===== src/rtl/div_scheduler.sv =====
// div_scheduler
//
// Shares one sequential divider across NUM_VOICES oscillator voices. Each
// sample_now tick starts a frame. The frame issues one divide job per
// eligible voice, which is a voice that is active with a non-zero divider.
// The quotients collect in shadow registers and are committed to q_flat
// together at the end of the frame.
//
// Ports
//   clk, n_rst           system clock, async active-low reset
//   en                   block enable; low aborts the frame in progress
//   sample_now           one-cycle frame-start pulse
//   voice_active         per-voice active flags (latched at frame start)
//   count_flat           per-voice dividends, voice i at [i*CNT_W +: CNT_W]
//   divider_flat         per-voice divisors, same packing
//   div_start            one-cycle job-start pulse to the divider
//   div_count/_divider   operands of the issued job, held through WAIT
//   div_done, div_q      divider completion pulse and quotient
//   q_flat               committed quotient frame, voice i at [i*Q_W +: Q_W]
//   frame_valid          one-cycle pulse in the cycle q_flat updates
//   overrun              sample_now arrived while a frame was in progress
//   timeout              a job was abandoned by the watchdog
//   busy                 high whenever the FSM is not idle
//
// state  | meaning
// IDLE   | waiting for sample_now with en high
// SCAN   | evaluate voice r_idx; r_idx == NUM_VOICES ends the frame
// ISSUE  | div_start pulse, operands presented to the divider
// WAIT   | waiting for div_done under the watchdog
// COMMIT | shadow quotients visible on q_flat, frame_valid high

module div_scheduler #(
    parameter int NUM_VOICES = 4,
    parameter int CNT_W      = 16,
    parameter int Q_W        = 8,
    parameter int TIMEOUT    = 64
) (
    input  logic                        clk,
    input  logic                        n_rst,
    input  logic                        en,
    input  logic                        sample_now,
    input  logic [NUM_VOICES-1:0]       voice_active,
    input  logic [NUM_VOICES*CNT_W-1:0] count_flat,
    input  logic [NUM_VOICES*CNT_W-1:0] divider_flat,
    output logic                        div_start,
    output logic [CNT_W-1:0]            div_count,
    output logic [CNT_W-1:0]            div_divider,
    input  logic                        div_done,
    input  logic [Q_W-1:0]              div_q,
    output logic [NUM_VOICES*Q_W-1:0]   q_flat,
    output logic                        frame_valid,
    output logic                        overrun,
    output logic                        timeout,
    output logic                        busy
);

    localparam int IDX_W = $clog2(NUM_VOICES + 1);
    localparam int SEL_W = (NUM_VOICES > 1) ? $clog2(NUM_VOICES) : 1;
    localparam int WD_W  = (TIMEOUT > 1) ? $clog2(TIMEOUT) : 1;

    localparam logic [IDX_W-1:0] IDX_END  = IDX_W'(NUM_VOICES);
    localparam logic [IDX_W-1:0] IDX_ONE  = IDX_W'(1);
    localparam logic [WD_W-1:0]  WD_LOAD  = WD_W'(TIMEOUT - 1);
    localparam logic [WD_W-1:0]  WD_ONE   = WD_W'(1);
    localparam logic             TO_FIRST = (TIMEOUT == 1);

    typedef enum logic [2:0] {
        ST_IDLE,
        ST_SCAN,
        ST_ISSUE,
        ST_WAIT,
        ST_COMMIT
    } state_t;

    state_t r_state;
    state_t w_state_nxt;

    logic [NUM_VOICES-1:0]     r_mask;
    logic [IDX_W-1:0]          r_idx;
    logic [WD_W-1:0]           r_wd;
    logic [Q_W-1:0]            r_shadow [NUM_VOICES];

    logic                      r_div_start;
    logic [CNT_W-1:0]          r_div_count;
    logic [CNT_W-1:0]          r_div_divider;
    logic [NUM_VOICES*Q_W-1:0] r_q_flat;
    logic                      r_frame_valid;
    logic                      r_overrun;
    logic                      r_timeout;
    logic                      r_busy;

    logic [CNT_W-1:0]          w_count   [NUM_VOICES];
    logic [CNT_W-1:0]          w_divider [NUM_VOICES];
    logic [SEL_W-1:0]          w_sel;

    logic                      w_start;
    logic                      w_skip;
    logic                      w_issue;
    logic                      w_done_ok;
    logic                      w_abandon;
    logic                      w_commit;
    logic                      w_to_pre;

    for (genvar g = 0; g < NUM_VOICES; g++) begin : g_unpack
        assign w_count[g]   = count_flat[g*CNT_W +: CNT_W];
        assign w_divider[g] = divider_flat[g*CNT_W +: CNT_W];
    end

    // Only used while r_idx < NUM_VOICES, so the truncation is safe.
    assign w_sel = r_idx[SEL_W-1:0];

    always_ff @(posedge clk or negedge n_rst) begin
        if (!n_rst) begin
            r_state <= ST_IDLE;
        end else begin
            r_state <= w_state_nxt;
        end
    end

    always_comb begin
        w_state_nxt = r_state;
        w_start     = 1'b0;
        w_skip      = 1'b0;
        w_issue     = 1'b0;
        w_done_ok   = 1'b0;
        w_abandon   = 1'b0;
        w_commit    = 1'b0;
        w_to_pre    = 1'b0;
        if (!en) begin
            w_state_nxt = ST_IDLE;
        end else begin
            case (r_state)
                ST_IDLE: begin
                    if (sample_now) begin
                        w_start     = 1'b1;
                        w_state_nxt = ST_SCAN;
                    end
                end
                ST_SCAN: begin
                    if (r_idx == IDX_END) begin
                        w_commit    = 1'b1;
                        w_state_nxt = ST_COMMIT;
                    end else if (r_mask[w_sel] && (w_divider[w_sel] != '0)) begin
                        w_issue     = 1'b1;
                        w_state_nxt = ST_ISSUE;
                    end else begin
                        w_skip      = 1'b1;
                    end
                end
                ST_ISSUE: begin
                    w_state_nxt = ST_WAIT;
                    w_to_pre    = TO_FIRST;
                end
                ST_WAIT: begin
                    // r_wd == 0 marks the TIMEOUT-th WAIT cycle. The timeout
                    // pulse is already on the output in that cycle, so the job
                    // is abandoned even if div_done arrives in the same cycle.
                    // That keeps timeout and the committed quotient consistent.
                    if (r_wd == '0) begin
                        w_abandon   = 1'b1;
                        w_state_nxt = ST_SCAN;
                    end else if (div_done) begin
                        w_done_ok   = 1'b1;
                        w_state_nxt = ST_SCAN;
                    end else begin
                        w_to_pre    = (r_wd == WD_ONE);
                    end
                end
                ST_COMMIT: begin
                    w_state_nxt = ST_IDLE;
                end
                default: begin
                    w_state_nxt = ST_IDLE;
                end
            endcase
        end
    end

    always_ff @(posedge clk or negedge n_rst) begin
        if (!n_rst) begin
            r_mask        <= '0;
            r_idx         <= '0;
            r_wd          <= '0;
            r_div_start   <= 1'b0;
            r_div_count   <= '0;
            r_div_divider <= '0;
            r_q_flat      <= '0;
            r_frame_valid <= 1'b0;
            r_overrun     <= 1'b0;
            r_timeout     <= 1'b0;
            r_busy        <= 1'b0;
            for (int i = 0; i < NUM_VOICES; i++) begin
                r_shadow[i] <= '0;
            end
        end else begin
            r_div_start   <= w_issue;
            r_frame_valid <= w_commit;
            r_timeout     <= w_to_pre;
            r_overrun     <= sample_now && (r_state != ST_IDLE);
            r_busy        <= (w_state_nxt != ST_IDLE);

            if (w_start) begin
                r_mask <= voice_active;
                r_idx  <= '0;
                for (int i = 0; i < NUM_VOICES; i++) begin
                    r_shadow[i] <= '0;
                end
            end

            if (w_skip) begin
                r_shadow[w_sel] <= '0;
                r_idx           <= r_idx + IDX_ONE;
            end

            // The operands are registered at the SCAN->ISSUE edge. They stay
            // untouched until the next issue, so they are stable through WAIT.
            if (w_issue) begin
                r_div_count   <= w_count[w_sel];
                r_div_divider <= w_divider[w_sel];
            end

            if (r_state == ST_ISSUE) begin
                r_wd <= WD_LOAD;
            end else if ((r_state == ST_WAIT) && (r_wd != '0)) begin
                r_wd <= r_wd - WD_ONE;
            end

            if (w_done_ok) begin
                r_shadow[w_sel] <= div_q;
                r_idx           <= r_idx + IDX_ONE;
            end

            if (w_abandon) begin
                r_shadow[w_sel] <= '0;
                r_idx           <= r_idx + IDX_ONE;
            end

            if (w_commit) begin
                for (int i = 0; i < NUM_VOICES; i++) begin
                    r_q_flat[i*Q_W +: Q_W] <= r_shadow[i];
                end
            end
        end
    end

    assign div_start   = r_div_start;
    assign div_count   = r_div_count;
    assign div_divider = r_div_divider;
    assign q_flat      = r_q_flat;
    assign frame_valid = r_frame_valid;
    assign overrun     = r_overrun;
    assign timeout     = r_timeout;
    assign busy        = r_busy;

endmodule

===== config.mk =====
export PLATFORM = sky130hd
export DESIGN_NAME = div_scheduler
export DESIGN_NICKNAME = d
export VERILOG_FILES = /design/src/rtl/div_scheduler.sv
export SDC_FILE = /design/constraint.sdc
export NUM_CORES = 1
export LEC_CHECK = 0
export CAP_MARGIN = 20
export CORE_ASPECT_RATIO = 0.6
export CORE_MARGIN = 10
export CORE_UTILIZATION = 44
export CTS_BUF_LIST = sky130_fd_sc_hd__clkbuf_16
export DETAILED_ROUTE_END_ITERATION = 7
export PLACE_DENSITY = 0.83
export SLEW_MARGIN = 20
export SYNTH_ARGS = -nofsm -noshare
export SYNTH_HDL_FRONTEND = slang
export SYNTH_SLANG_ARGS = --single-unit

===== constraint.sdc =====
create_clock -name clk -period 4.01 [get_ports clk]
set_input_delay 0.802 -clock clk [delete_from_list [all_inputs] [get_ports clk]]
set_output_delay 0.802 -clock clk [all_outputs]
set_load 0.005 [all_outputs]

# After elaboration in Yosys (flattened, before gate mapping)

Cells that the tools add are included.

Add/sub/neg operators: 2
Order comparisons: 3
Eq/ne operators: 5
Muxes and demuxes: 53
Bitwise gates (word level): 4
Reductions and logical operators: 12

Operators with widths:

| kind                                                                   | number |
|---|---|
| 32-bit 2-to-1 mux                                                      | 4 |
| 32-bit bitwise AND                                                     | 2 |
| 16-bit binary-select mux with 2-bit select                             | 2 |
| 16-bit 2-to-1 mux                                                      | 4 |
| 32-bit bitwise mux                                                     | 1 |
| 32-bit NOT                                                             | 1 |
| 3-bit 2-to-1 mux                                                       | 10 |
| 1-bit 2-to-1 mux                                                       | 26 |
| 8-bit demux with 2-bit select                                          | 1 |
| 16-bit nonzero test                                                    | 1 |
| 6-bit 2-to-1 mux                                                       | 2 |
| 3-bit case mux with 4 select lines                                     | 1 |
| 8-bit 2-to-1 mux                                                       | 1 |
| 3-bit by 2-bit equality test with 1-bit output (second input constant) | 2 |
| 6-bit by 1-bit equality test with 1-bit output (second input constant) | 1 |
| 6-bit logical NOT                                                      | 1 |
| 3-bit nonzero test                                                     | 2 |
| 6-bit nonzero test                                                     | 1 |
| 6-bit by 1-bit subtractor with 6-bit output (second input constant)    | 1 |
| 1-bit logical AND                                                      | 4 |
| 4-bit nonzero test                                                     | 1 |
| 3-bit by 1-bit adder with 3-bit output (second input constant)         | 1 |
| 3-bit by 1-bit equality test with 1-bit output (second input constant) | 1 |
| 3-bit equality test (second input constant)                            | 1 |
| 7 further kinds                                                        | 7 |

Register bits: 117
Input port bits: 145
Output and inout bits: 69
Word-level logic and storage cells: 95

# Logic depth before layout (Yosys ltp)

Gate-level depths: netlist of run 1.

Depth in word-level cells: 15
Gate-level depth with buffers: 12
Mapped depth without buffers: 8

# Worst setup path before layout of run 1

Ideal clock, no wire load.

Path type: register to register
Start point: reg r_idx[0]
End point: reg r_shadow[0] (netlist bit)
Library setup time: 0.121 ns
Data arrival time: 2.924 ns
Setup slack: 0.965 ns
Cell stages (with the launch flop): 13
Path buffers: 4
Period minus slack after synthesis: 3.045 ns
Cells stage by stage: dfrtp_1 buf_6 buf_6 buf_2 clkbuf_1 inv_1 ha_1 nand2_1 and3_1 nand2_1 a21oi_1 a21oi_1 a22o_1

Longest elaborated chain between the ends: 15

RTL lines:

| item                                                  | RTL line | RTL |
|---|---|---|
| start, declared                                       | 79       | `logic [IDX_W-1:0] r_idx;` |
| start signal, assigned                                | 212      | `r_idx <= r_idx + IDX_ONE;` |
| start signal, assigned                                | 230      | `r_idx <= r_idx + IDX_ONE;` |
| start signal, assigned                                | 235      | `r_idx <= r_idx + IDX_ONE;` |
| 2-bit NOT with 3-bit output (implied by the code)     | -        |  |
| 16-bit binary-select mux with 2-bit select            | 143      | `end else if (r_mask[w_sel] && (w_divider[w_sel] != '0)) begin` |
| 16-bit 2-to-1 mux (implied by the code) (2 in series) | 143      |  |
| 16-bit nonzero test                                   | 143      |  |
| 1-bit logical AND                                     | 143      |  |
| 1-bit 2-to-1 mux                                      | 143      |  |
| 1-bit 2-to-1 mux                                      | 140      | `if (r_idx == IDX_END) begin` |
| 1-bit 2-to-1 mux                                      | 132      | `case (r_state)` |
| 1-bit 2-to-1 mux                                      | 129      | `if (!en) begin` |
| 32-bit 2-to-1 mux                                     | 210      | `if (w_skip) begin` |
| 32-bit bitwise mux                                    | 229      | `r_shadow[w_sel] <= div_q;` |
| 32-bit 2-to-1 mux                                     | 228      | `if (w_done_ok) begin` |
| 32-bit bitwise AND (no line)                          | -        |  |
| 32-bit 2-to-1 mux *                                   | 233      | `if (w_abandon) begin` |
| end signal, assigned by index                         | 229      |  |
| end, declared                                         | 81       | `logic [Q_W-1:0] r_shadow [NUM_VOICES];` |

Mark *: on every way between the ends. The rest lies on a longest branch, timed or not. The select of a mux whose other input is x is not followed.
A chain may end at the register's enable or synchronous reset.

# Worst setup path after layout of run 1

Start point: reg r_idx[0]
End point: reg r_shadow[7] (netlist bit)

Same word-level chain as after synthesis.

==> impl_metrics.yaml, run 1 <==
sta:
  final.setup.worst_slack_ps: 560
  fin_crit_ps: 3450
  fmax_mhz: 290
  fin_crit_sh_pct: 86.0
  rsz0062_at_grt: "false"
  worst_pin_slew_ps: 940
  final-hold-violation-count: 0
  slew_viol_final: 0
  relSlewSlack_pct: 37.4
  setup_viol: 0
  tns_ps: 0
  fin_skew_ps: 6.86
  hold_ws_ps: 469
synth:
  synth_common_cells: "117 x dfrtp_1, 62 x mux2_2, 33 x mux4_2"
  yosysSeqAreaShare_pct: 54.3
  avgSynthCellArea_sq_um: 14.7
  syn-num-nets: 519
  synth.area.top_cells: "dfrtp_1 54%, mux4_2 14%, mux2_2 13%"
  yosysMostFrequentCell: "dfrtp_1"
  async_reset_ff_share_pct: 100
  yosys_warnings: 0
  synth_area_sq_mm: 0.00539
  synth_top_area_share_pct: 54.3
  yosys.area.top_type: "dfrtp_1"
  synth_cell_type_count: 37
  synth_edf_count: 0
  ys_ff_latch: 117
  ys.flop_type: "dfrtp_1"
  netlist_instances: 367
drt:
  drtIter0Drc: 297
  num_vias: 4132
  dr.pass1.iters: 5
  drtAntennaViolNets: 0
  drc: 0
  viasPerCell: 5.41
  wl_mm: 17.0
  wire_per_inst_um: 22.3
global_route:
  grt_use_total_pct: 19.9
  gr-total-overflow: 0
  grt_pass1_wl_mm: 26.7
  grt_pass1_vias: 4543
  grt_start_max_net_pins: 77
  antenna_found_initial: 0
clock_network:
  cts_resized: 0
  clock-root-buffer: "clkbuf_16"
  cts_buffer_depth: 2
  clock_latency_ps: 400
  cts_tree: "done"
  clock_sinks: 117
  clk_pin_slew_ps: 50
  cts_made_buffers: 17
  htreeDepth: 4
  cts_setup_buffers: 0
  ctsHoldBuffers: 0
cells_and_area:
  area_growth_syn_to_layout_pct: 52.2
  diodes: 0
  layout.nets: 738
  drive_above_1_share_pct: 22.9
critical_path:
  startpoint_type: "flip-flop"
  crit_fanout: 15
  critPathArrivalTime_ps: 3730
  critPathKind: "flip-flop to flip-flop"
  required_ps: 4290
  crit_path_end_kind: "flip-flop"
outcome:
  outcome: "completed"
hold_path:
  hold_class: "flip-flop to flip-flop"
power_and_ir_drop:
  peakVddDrop_mv: 0.373
  p_leak_nw: 3.53
  p_per_area_mw_per_mm2: 547
floorplan:
  fp.dieH_um: 106
  dieArea_sq_mm: 0.0172
  num_rows: 31
  ioPinCount: 214
  start_util_pct: 44.8
  die_x_um: 163
  coreArea_sq_mm: 0.0120
placed_design:
  port-buffer-count: 213
  place.gp.congestion: 0.803
  place_ws_ps: 376
  dp_hpwl_mm: 13.2
job:
  drv_cap: 0
## power by group
group	internal, mW	switching (mW)	total (mW)	leakage [nW]
Sequential	1.42	0.191	1.61	1.54
Clock	0.791	0.557	1.35	0.259
Combinational	0.936	0.596	1.53	1.73
## layer usage
layer,global-route usage (%),part of all wire [%],vias up
met5,0,0,-
met4,4.62,0.82,0
met2,32.5,48,190
met3,7.81,9.2,12
met1,24.3,42,2090
li1,-,-,1840
## final timing paths
| kind | endpoint | start | slack (ps) | depth (start not counted) |
|---|---|---|---|---|
| worst max-delay path | r_shadow[7]$_DFF_PN0_ | r_idx[0]$_DFFE_PN0P_ | 560 | 7 |
| worst min-delay path | r_mask[2]$_DFFE_PN0P_ | r_mask[2]$_DFFE_PN0P_ | 470 | 2 |
| worst max register to register | r_shadow[7]$_DFF_PN0_ | r_idx[0]$_DFFE_PN0P_ | 560 | 7 |
| worst min register to register | r_mask[2]$_DFFE_PN0P_ | r_mask[2]$_DFFE_PN0P_ | 470 | 2 |
| max in group asynchronous | r_idx[0]$_DFFE_PN0P_ | n_rst | 2570 | 2 |
| min in group asynchronous | q_flat[25]$_DFFE_PN0P_ | n_rst | 530 | 1 |
## flip-flops by register name (all words and copies together), names as in the netlist
| register | flops |
|---|---|
| q_flat | 32 |
| r_shadow | 32 |
| div_count | 16 |
| div_divider | 16 |
| r_wd | 6 |
| r_mask | 4 |
| r_idx | 3 |
| r_state | 3 |
| busy | 1 |
| div_start | 1 |
| frame_valid | 1 |
| overrun | 1 |
| timeout | 1 |
## layout make-up
type | instances | area, sq um
Clock inverter | 15 | 108
Sequential cell | 117 | 2930
Fill cell | 858 | 3820
Clock buffer | 17 | 425
Timing Repair Buffer | 221 | 2190
Inverter | 5 | 18.8
Multi-Input combinational cell | 224 | 2330
Tap cell | 165 | 206
## layout by cell type (no fill, tap or decap), types with 2 or more instances in the layout
| cell type | n |
|---|---|
| clkdlybuf4s50_1 | 212 |
| dfrtp_1 | 116 |
| mux2_2 | 62 |
| mux4_2 | 33 |
| a22o_1 | 32 |
| nand2_1 | 24 |
| clkbuf_16 | 17 |
| buf_4 | 9 |
| nor4_1 | 7 |
| and2_1 | 7 |
| a21oi_1 | 7 |
| ha_1 | 7 |
| nor2_1 | 6 |
| inv_1 | 5 |
| and3_1 | 5 |
| a21o_1 | 4 |
| xnor2_1 | 4 |
| inv_6 | 4 |
| clkinv_4 | 4 |
| nand3_1 | 3 |
| nand2b_1 | 3 |
| clkinv_2 | 3 |
| o21ai_0 | 2 |
| mux2_1 | 2 |
| clkinvlp_4 | 2 |
| clkinv_1 | 2 |
## per-stage QoR
step	util, %	cells	area, sq um	power (mW)
4_1_cts	68.3	764	8210	4.53
3_5_place_dp	63.8	732	7670	3.17
5_1_grt	68.3	764	8210	4.73
6_report	68.3	764	8210	4.49
3_3_place_gp	63.8	732	7670	3.11
2_1_floorplan	-	367	5390	2.42
## cells by family after synthesis
group | count (synthesis) | share of synthesized area, %
multiplexers | 98 | 27.3
AO/OA/AOI/OAI | 51 | 7.47
buffers and inverters | 26 | 2.55
flip-flops | 117 | 54.3
XOR/XNOR | 4 | 0.650
AND/OR/NAND/NOR | 64 | 6.08
adder cells (fa/ha/maj) | 7 | 1.62
## critical path: stages (launching register included)
cell and delay (ps):
dfrtp_2 690, buf_4 320, mux4_2 540, nor4_1 380, nand4_1 230, a21oi_1 510
a21oi_1 370, a22o_1 280
Power figures use the tool's default switching activity.
==> run 2: changes to the inputs <==
--- a/config.mk
+++ b/config.mk
@@ -12,6 +12,7 @@
 export CTS_BUF_LIST = sky130_fd_sc_hd__clkbuf_16
 export DETAILED_ROUTE_END_ITERATION = 7
 export PLACE_DENSITY = 0.83
+export SETUP_SLACK_MARGIN = 0.4
 export SLEW_MARGIN = 20
 export SYNTH_ARGS = -nofsm -noshare
 export SYNTH_HDL_FRONTEND = slang
==> run 2 against run 1 <==
  * Worst hold slack about the same
  * Die area did not move
  * Sequential power barely moved
  * Largest power group unchanged
  * Highest routed layer unchanged
==> impl_metrics.yaml, run 2 (synthesis results as in run 1) <==
job:
  drv_cap: 0
cells_and_area:
  layout_common_cells: "212 x clkdlybuf4s50_1, 116 x dfrtp_1, 62 x mux2_2"
  area_growth_syn_to_layout_pct: 52.3
  layout.nets: 738
  diodes: 0
  final_common_cell: "clkdlybuf4s50_1"
  drive_above_1_share_pct: 23.0
sta:
  worst_pin_slew_ps: 940
  fin_skew_ps: 6.83
  rsz0062_at_grt: "false"
  tns_ps: 0
  setup_viol: 0
  relSlewSlack_pct: 37.3
  final-hold-violation-count: 0
  fmax_mhz: 298
  fin_crit_ps: 3350
  slew_viol_final: 0
  fin_crit_sh_pct: 83.6
critical_path:
  startpoint_type: "flip-flop"
  crit_path_end_kind: "flip-flop"
  crit_buf_inv: 2
  cp_slowest_cell: "dfrtp_2"
  critPathArrivalTime_ps: 3630
  crit_fanout: 33
  critical_path.max_stage_delay_ps: 690
  crit_family: "simple AND/OR/NAND/NOR gates"
  required_ps: 4290
  crit_top_cell: "buf_4"
  crit_chain: "buf_4 > mux4_2 > nor4_1 > nand4_1 > and2_1 > and3_1 > buf_4 > mux2_1"
  critPathKind: "flip-flop to flip-flop"
outcome:
  outcome: "completed"
drt:
  num_vias: 4143
  viasPerCell: 5.42
  dr.pass1.iters: 5
  drc: 0
  drtIter0Drc: 297
  wl_mm: 17.1
  wire_per_inst_um: 22.4
  drtAntennaViolNets: 0
floorplan:
  dieArea_sq_mm: 0.0172
  die_x_um: 163
  ioPinCount: 214
  num_rows: 31
  start_util_pct: 44.8
  coreArea_sq_mm: 0.0120
  fp.dieH_um: 106
clock_network:
  clk_pin_slew_ps: 60
  cts_made_buffers: 17
  htreeDepth: 4
  cts_setup_buffers: 0
  cts_buffer_depth: 2
  clock_sinks: 117
  clock-root-buffer: "clkbuf_16"
  cts_tree: "done"
  clock_latency_ps: 400
power_and_ir_drop:
  p_switching_mw: 1.35
  seqPwrFrac_pct: 35.8
  peakVddDrop_mv: 0.375
  p_leak_nw: 3.53
  intPower_mw: 3.14
  power_mw: 4.49
  pwr-share-comb_pct: 34.2
  p_clk_share_pct: 30.0
  p_per_area_mw_per_mm2: 547
  p_sw_share_pct: 30.0
placed_design:
  place.gp.congestion: 0.803
  dp_hpwl_mm: 13.2
  port-buffer-count: 213
global_route:
  gr-total-overflow: 0
  grt_pass1_wl_mm: 26.7
  grt_use_total_pct: 19.9
  grt_pass1_vias: 4543
  grt_start_max_net_pins: 77
  antenna_found_initial: 0
hold_path:
  hold_class: "flip-flop to flip-flop"
[run 2: cell counts in the layout (fill, tap and decap cells not counted)]
No cell type changed its count.
[run 2: stage by stage]
step / hold WS, ps / area, sq um / utilization, % / setup slack (ps) / cells
floorplan: 440 / 5390 / - / 965 / 367
global placement: 455 / 7670 / 63.8 / 465 / 732
detailed placement: 458 / 7670 / 63.8 / 376 / 732
CTS: 472 / 8210 / 68.3 / 541 / 764
global route: 492 / 8210 / 68.3 / 457 / 764
finish: 469 / 8210 / 68.3 / 659 / 764
[run 2: path summary, 6_finish.rpt]
kind	start	to	slack, ps	cells past startpoint
min reg2reg	r_mask[2]$_DFFE_PN0P_	r_mask[2]$_DFFE_PN0P_	470	2
max reg2reg	r_idx[0]$_DFFE_PN0P_	div_count[6]$_DFFE_PN0P_	660	8
min in group asynchronous	n_rst	q_flat[25]$_DFFE_PN0P_	530	1
max	r_idx[0]$_DFFE_PN0P_	div_count[6]$_DFFE_PN0P_	660	8
min	r_mask[2]$_DFFE_PN0P_	r_mask[2]$_DFFE_PN0P_	470	2
max in group asynchronous	n_rst	r_idx[0]$_DFFE_PN0P_	2570	2
[run 2: power by group through the flow]
stage,registers [mW],clock network (mW),logic [mW]
4_1_cts,1.61,1.37,1.55
3_5_place_dp,1.63,0,1.54
5_1_grt,1.65,1.43,1.65
3_3_place_gp,1.61,0,1.51
6_report,1.61,1.35,1.54
2_1_floorplan,1.57,0,0.850
[run 2: timing repair]
action                     in CTS  in global routing
hold buffers                    0                  0
resized for setup               0                  1
setup endpoints to repair       0                 33
[run 2: cell type report]
class | count | area [sq um]
Inverter | 5 | 18.8
Timing Repair Buffer | 221 | 2190
Fill cell | 856 | 3810
Clock inverter | 15 | 108
Tap cell | 165 | 206
Clock buffer | 17 | 425
Multi-Input combinational cell | 224 | 2330
Sequential cell | 117 | 2930
[run 2: tightest hold or removal path, delay by kind of cell (launching register included)]
| kind | cells | cell delay (ps) |
|---|---|---|
| DFF | 1 | 330 |
| and+or+nand+nor | 2 | 110 |
[run 2: routing by layer]
| metal | up-vias | share of wire, % | global-route usage (%) |
|---|---|---|---|
| met5 | - | 0 | 0 |
| met4 | 0 | 0.80 | 4.62 |
| met3 | 11 | 9.1 | 7.81 |
| met2 | 188 | 48 | 32.5 |
| met1 | 2104 | 42 | 24.3 |
| li1 | 1840 | - | - |
